[config.mk]
export PLATFORM = sky130hd
export DESIGN_NAME = relay_bank
export DESIGN_NICKNAME = d
export VERILOG_FILES = /design/src/rtl/relay_pkg.sv /design/src/rtl/relay_channel.sv /design/src/rtl/relay_bank.sv
export SDC_FILE = /design/constraint.sdc
export NUM_CORES = 1
export LEC_CHECK = 0
export CORE_MARGIN = 3
export CORE_UTILIZATION = 45
export CTS_CLUSTER_DIAMETER = 30
export DETAILED_ROUTE_END_ITERATION = 8
export GPL_ROUTABILITY_DRIVEN = 0
export PLACE_DENSITY = 0.74
export SYNTH_ARGS = -nofsm -noshare
export SYNTH_HDL_FRONTEND = slang
export SYNTH_SLANG_ARGS = --single-unit
[constraint.sdc]
create_clock -name clk -period 7.9 [get_ports clk]
set_clock_uncertainty 0.15 [all_clocks]
set_input_delay 1.185 -clock clk [delete_from_list [all_inputs] [get_ports clk]]
set_output_delay 1.185 -clock clk [all_outputs]
set_load 0.03 [all_outputs]
[src/rtl/relay_pkg.sv]
// Shared types and constants for the relay bank: channel state encoding,
// transit counter width and the legal range for pull-in/drop-out times.
package relay_pkg;

  typedef enum logic [1:0] {
    RESTING = 2'b00,
    RISING  = 2'b01,
    ENGAGED = 2'b10,
    FALLING = 2'b11
  } relay_state_t;

  localparam int TRANSIT_W   = 4;
  localparam int TRANSIT_MIN = 1;
  localparam int TRANSIT_MAX = (1 << TRANSIT_W) - 1;

endpackage

[src/rtl/relay_channel.sv]
// One relay: armature FSM with pull-in/drop-out timing, saturating actuation
// counter and break-before-make gating of POLES contacts.
module relay_channel
  import relay_pkg::*;
#(
  parameter int POLES    = 4,
  parameter int PULL_IN  = 3,
  parameter int DROP_OUT = 2,
  parameter int CNT_W    = 16
) (
  input  logic             clk,
  input  logic             reset,
  input  logic             coil,
  input  logic             clear_counts,
  input  logic [POLES-1:0] pole_in,
  output logic [POLES-1:0] out_hi,
  output logic [POLES-1:0] out_lo,
  output logic             settled,
  output logic [CNT_W-1:0] act_count
);

  // cnt holds the transit cycles still to go after the next edge, so the
  // throw closes on the PULL_IN-th (DROP_OUT-th) sampled edge.
  localparam logic [TRANSIT_W-1:0] RISE_LOAD = TRANSIT_W'((PULL_IN  > 1) ? PULL_IN  - 2 : 0);
  localparam logic [TRANSIT_W-1:0] FALL_LOAD = TRANSIT_W'((DROP_OUT > 1) ? DROP_OUT - 2 : 0);

  relay_state_t           state_q, state_d;
  logic [TRANSIT_W-1:0]   cnt_q, cnt_d;
  logic                   pull_done;
  logic                   rest, eng;

  always_comb begin
    state_d   = state_q;
    cnt_d     = cnt_q;
    pull_done = 1'b0;
    case (state_q)
      RESTING, FALLING: begin
        if (coil) begin
          if (PULL_IN == 1) begin
            state_d   = ENGAGED;
            pull_done = 1'b1;
          end else begin
            state_d = RISING;
            cnt_d   = RISE_LOAD;
          end
        end else if (state_q == FALLING) begin
          if (cnt_q == '0) state_d = RESTING;
          else             cnt_d   = cnt_q - TRANSIT_W'(1);
        end
      end
      RISING, ENGAGED: begin
        if (!coil) begin
          if (DROP_OUT == 1) begin
            state_d = RESTING;
          end else begin
            state_d = FALLING;
            cnt_d   = FALL_LOAD;
          end
        end else if (state_q == RISING) begin
          if (cnt_q == '0) begin
            state_d   = ENGAGED;
            pull_done = 1'b1;
          end else begin
            cnt_d = cnt_q - TRANSIT_W'(1);
          end
        end
      end
      default: state_d = RESTING;
    endcase
  end

  always_ff @(posedge clk) begin
    if (reset) begin
      state_q   <= RESTING;
      cnt_q     <= '0;
      act_count <= '0;
    end else begin
      state_q <= state_d;
      cnt_q   <= cnt_d;
      if (clear_counts)
        act_count <= '0;
      else if (pull_done && (act_count != '1))
        act_count <= act_count + CNT_W'(1);
    end
  end

  // A relay held in reset rests on its NC contacts even before the first edge.
  assign rest    = reset | (state_q == RESTING);
  assign eng     = ~reset & (state_q == ENGAGED);
  assign out_hi  = pole_in & {POLES{eng}};
  assign out_lo  = pole_in & {POLES{rest}};
  assign settled = rest | eng;

endmodule

[src/rtl/relay_bank.sv]
// Bank of CHANNELS independent double-throw relays with cycle-accurate
// contact timing; contact path is purely combinational from pole_in.
module relay_bank
  import relay_pkg::*;
#(
  parameter int CHANNELS = 8,
  parameter int POLES    = 4,
  parameter int PULL_IN  = 3,
  parameter int DROP_OUT = 2,
  parameter int CNT_W    = 16
) (
  input  logic                               clk,
  input  logic                               reset,
  input  logic [CHANNELS-1:0]                coil,
  input  logic                               clear_counts,
  input  logic [CHANNELS-1:0][POLES-1:0]     pole_in,
  output logic [CHANNELS-1:0][POLES-1:0]     out_hi,
  output logic [CHANNELS-1:0][POLES-1:0]     out_lo,
  output logic [CHANNELS-1:0]                settled,
  output logic [CHANNELS-1:0][CNT_W-1:0]     act_count
);

  if (PULL_IN < TRANSIT_MIN || PULL_IN > TRANSIT_MAX) begin : g_bad_pull_in
    $error("relay_bank: PULL_IN must be within 1..15");
  end
  if (DROP_OUT < TRANSIT_MIN || DROP_OUT > TRANSIT_MAX) begin : g_bad_drop_out
    $error("relay_bank: DROP_OUT must be within 1..15");
  end

  for (genvar c = 0; c < CHANNELS; c++) begin : g_ch
    relay_channel #(
      .POLES   (POLES),
      .PULL_IN (PULL_IN),
      .DROP_OUT(DROP_OUT),
      .CNT_W   (CNT_W)
    ) u_ch (
      .clk         (clk),
      .reset       (reset),
      .coil        (coil[c]),
      .clear_counts(clear_counts),
      .pole_in     (pole_in[c]),
      .out_hi      (out_hi[c]),
      .out_lo      (out_lo[c]),
      .settled     (settled[c]),
      .act_count   (act_count[c])
    );
  end

endmodule
**Word-level counts from Yosys, hierarchy flattened**

Index checks and enable logic that the tools add are counted.

- Register bits: 176
- Input bits: 43
- Logic and storage cells: 338
- Output and inout port bits: 200

- Multiplexer cells: 136
- Equality and inequality tests: 64
- Bitwise operators: 41
- Reductions and logical operators: 57
- $add $sub $neg: 16

Operator list:

| cell | number |
|---|---|
| $mux W4 | 40 |
| $add A16 B1 Y16 const B | 8 |
| $ne A16 B16 Y1 const B | 8 |
| $mux W2 | 48 |
| $ne A3 B2 Y1 const B | 32 |
| $and A4 B4 Y4 | 16 |
| $pmux W4 S2 | 8 |
| $reduce_or A2 Y1 | 17 |
| $eq A2 B2 Y1 const B | 16 |
| $logic_not A4 Y1 | 8 |
| $mux W1 | 32 |
| $pmux W2 S2 | 8 |
| $reduce_and A4 Y1 | 8 |
| $sub A4 B1 Y4 const B | 8 |
| $eq A2 B1 Y1 const B | 8 |
| $logic_not A2 Y1 | 8 |
| $or A1 B1 Y1 | 16 |
| $reduce_and A2 Y1 | 8 |
| $and A1 B1 Y1 | 8 |
| $logic_and A1 B1 Y1 | 8 |
| $not A1 Y1 | 1 |

**Logic depth before layout (Yosys ltp)**

- Depth after elaboration: 6
- Depth in mapped cells: 9
- Depth with buffers taken out: 8

**Cells and area by module**

A second synthesis with hierarchy kept.

- Cells, all modules: 1334
- Area, all modules: 11184.5 um^2

Modules (own cells, without submodules):

| module | area an instance (um^2) | cells an instance | times used |
|---|---|---|---|
| relay_channel (g_ch[0].u_ch ...) | 1391.3 | 166 | 5 |
| relay_channel (g_ch[6].u_ch ...) | 1418.9 | 170 | 2 |
| relay_channel (g_ch[5].u_ch) | 1390.1 | 164 | 1 |

**Least setup slack after synthesis**

Ideal clock, no wire load.

- Path type: input to output
- From: in reset
- To: out out_lo[0] (netlist bit)
- Stages: 4
- Required time: 6.565 ns
- Slack: 4.260 ns
- Path buffers: 2
- Arrival: 2.305 ns
- Cell sequence: clkbuf_1 -> clkbuf_1 -> nor2_1 -> nor2b_1

RTL lines:

| item | line | RTL |
|---|---|---|
| start, declared | relay_bank.sv:13 | `input logic reset,` |
| end, declared | relay_bank.sv:18 | `output logic [CHANNELS-1:0][POLES-1:0] out_lo,` |

==> out/metrics.yaml <==
detailed_routing:
  drc: 0
  drtIter0Drc: 374
  vias: 9222
  avgRoutedWirePerCell_um: 14.24
  drt_wl_total_mm: 24.59
  firstDrtPassIters: 4
  viasPerCell: 5.340
  postRouteAntennaNets: 0
worst_setup_path:
  crit_required_ps: 6570
  crit_family: "buffers and inverters"
  crit_chain: "buf_2, buf_4, nor2_1, nor2b_1, clkdlybuf4s50_1"
  cp_slowest_stage_delay_ps: 690
  crit_arrival_ps: 2880
  slowest_stage: "clkdlybuf4s50_1"
  critPathMaxFanout: 64
  reg2reg_depth: 7
  start_kind: "input port"
  r2r_setup_slack_ps: 5280
  r2r_end: "g_ch[4].u_ch.act_count[3]"
  timing.rr.start: "g_ch[4].u_ch.state_q[0]"
  cp_num_buf_inv: 3
  crit_type: "input port to primary output"
  critPathCaptureType: "primary output"
sta:
  setup_tns_ps: 0
  finalHoldWorstSlack_ps: 346.6
  period_minus_slack_ps: 4218
  max_freq_mhz: 237.1
  rsz0062_at_grt: "no"
  max_slew_margin: 0.3126
  hold_violations: 0
  setup_slack_ps: 3682
  slew_viol_final: 0
  setup_viol: 0
  tightestPinTransition_ps: 1029
  post-route-period-util: 0.5339
global_route:
  grt_antenna_before_repair: 0
  grt_pass1_vias: 8576
  grt.total_usage: 0.2016
  grt.overflow.total: 0
  grt_first_pass_wirelength_mm: 41.17
  grt_max_degree: 66
pwr:
  power_density_nw_per_um2: 245.7
  power_leakage_nw: 4.610
  p_total_mw: 3.234
  ir_drop_v: 0.0001971
logic_synthesis:
  syn-mean-instance-area_sq_um: 8.205
  syn-instance-count: 1217
  ys.flop_type: "dfxtp_1"
  synth_fp_nets: 1316
  synth.distinct_cells: 57
  syn_area_sq_um: 9986
  yosys_warnings: 0
  ys_ff_latch: 176
  seq_area_frac_synth: 0.3528
  synth_edf_count: 0
  async_flop_share: 0
clock_network:
  post-cts-setup-buffer-count: 0
  cts_htree_levels: 4
  cts_resized: 0
  path_clk_slew_ps: 60
  clockBufferDepth: 2
  tritoncts: "done"
  cts.sinks: 176
  insertion_delay_ps: 430
  cts_root_buf: "clkbuf_16"
  cts_hold_buf: 0
  numCtsBuffers: 17
layout:
  nets: 1538
  mostFrequentLayoutCell: "clkdlybuf4s50_1"
  final_area_sq_um: 13160
  final_cell_mix: "241 x clkdlybuf4s50_1, 185 x nor2_1, 176 x dfxtp_1, 62 x nand2_1, 60 x xnor2_1"
  final_util: 0.6145
  area_growth_pct: 31.81
  drive_above_1_share: 0.03650
  diodes: 0
  stdcell_count: 1727
floorplan:
  core-area_sq_um: 21420
  die_w_um: 155.0
  rows: 53
  start_util: 0.4662
  fp.dieH_um: 155.0
  dieArea_sq_um: 24010
  ios: 243
hold_path:
  hold_path_class: "flop to flop"
  hold_end: "g_ch[7].u_ch.cnt_q[2]"
  hp-start: "g_ch[7].u_ch.cnt_q[2]"
  hold_depth: 2
flow_run:
  maxCapViolCount: 0
placed_design:
  hpwl_mm: 18.44
  port-buffer-count: 242
  dp_cells: 1695
  place_ws_ps: 3655
  place_area_sq_um: 12580
run_status:
  outcome: "finished, final reports clean"
[synth_stat cells (all sizes together) (11+ instances only)]
cell / instances / share of area
nand4: 32 / 0.020
or3: 18 / 0.012
clkbuf: 31 / 0.012
o21ai: 40 / 0.020
nand2: 62 / 0.023
nor3: 45 / 0.023
and3: 18 / 0.011
nor3b: 19 / 0.014
xor2: 39 / 0.034
and2: 37 / 0.023
a21oi: 40 / 0.020
or4: 11 / 0.0083
nor2: 185 / 0.070
nand3: 56 / 0.028
buf: 12 / 0.0085
dfxtp: 176 / 0.35
nor2b: 41 / 0.026
xnor2: 60 / 0.053
nor4: 25 / 0.020
inv: 55 / 0.021
ha: 56 / 0.070
nand2b: 15 / 0.0094
a31oi: 16 / 0.010
mux2i: 23 / 0.023
[where the power goes]
group | switching [mW] | total (mW) | internal, mW | leakage [nW]
sequential | 0.0781 | 1.05 | 0.969 | 1.42
clock | 0.385 | 0.841 | 0.456 | 0.279
combinational | 0.787 | 1.35 | 0.558 | 2.91
[routing by layer]
metal,part of all wire,routed length [um],up-vias,global-route usage
li1,-,-,4711,-
met3,0.038,942,24,0.03588
met5,0,0,-,0
met1,0.45,11060,4328,0.2534
met2,0.49,12160,159,0.3522
met4,0.017,422,0,0.06098
[kinds of logic after synthesis]
kind of cell / after synthesis / synth area share
AND/OR/NAND/NOR: 608 / 0.3263
flip-flops: 176 / 0.3528
AO/OA/AOI/OAI: 156 / 0.09886
XOR/XNOR: 99 / 0.08683
buffers and inverters: 98 / 0.04085
adder cells (fa/ha/maj): 56 / 0.07017
multiplexers: 24 / 0.02418
[worst min-delay path, delay by kind of cell, from the launching register on]
kind	cells	cell delay [ps]
DFF	1	340
and+or+nand+nor	1	60
AOI/OAI and AO/OA	1	50
[sequential cells by signal, summed over array words and instances (netlist names)]
signal,count
g_ch.u_ch.state_q,16
g_ch.u_ch.cnt_q,32
g_ch.u_ch.act_count,128
[worst max-delay path by stage]
stage                     startpoint         end  slack (ps)  cells after the start
after global placement         reset  out_lo[10]        3680                      5
after floorplan                reset   out_lo[0]        4260                      4
final                          reset  out_lo[25]        3680                      5
after detailed placement       reset  out_lo[25]        3660                      5
after CTS                      reset  out_lo[25]        3660                      5
after global routing           reset  out_lo[25]        3500                      5
[cell type report]
type | instances | area [sq um]
well taps | 275 | 344.1
clock inverters | 13 | 141.4
repair buffers | 246 | 2447
flip-flops and latches | 176 | 3523
clock buffers | 19 | 442.9
inverters | 55 | 206.4
fillers | 1886 | 8257
multi-input cells | 943 | 6057
Note: power is estimated with default switching activity, not from simulation.
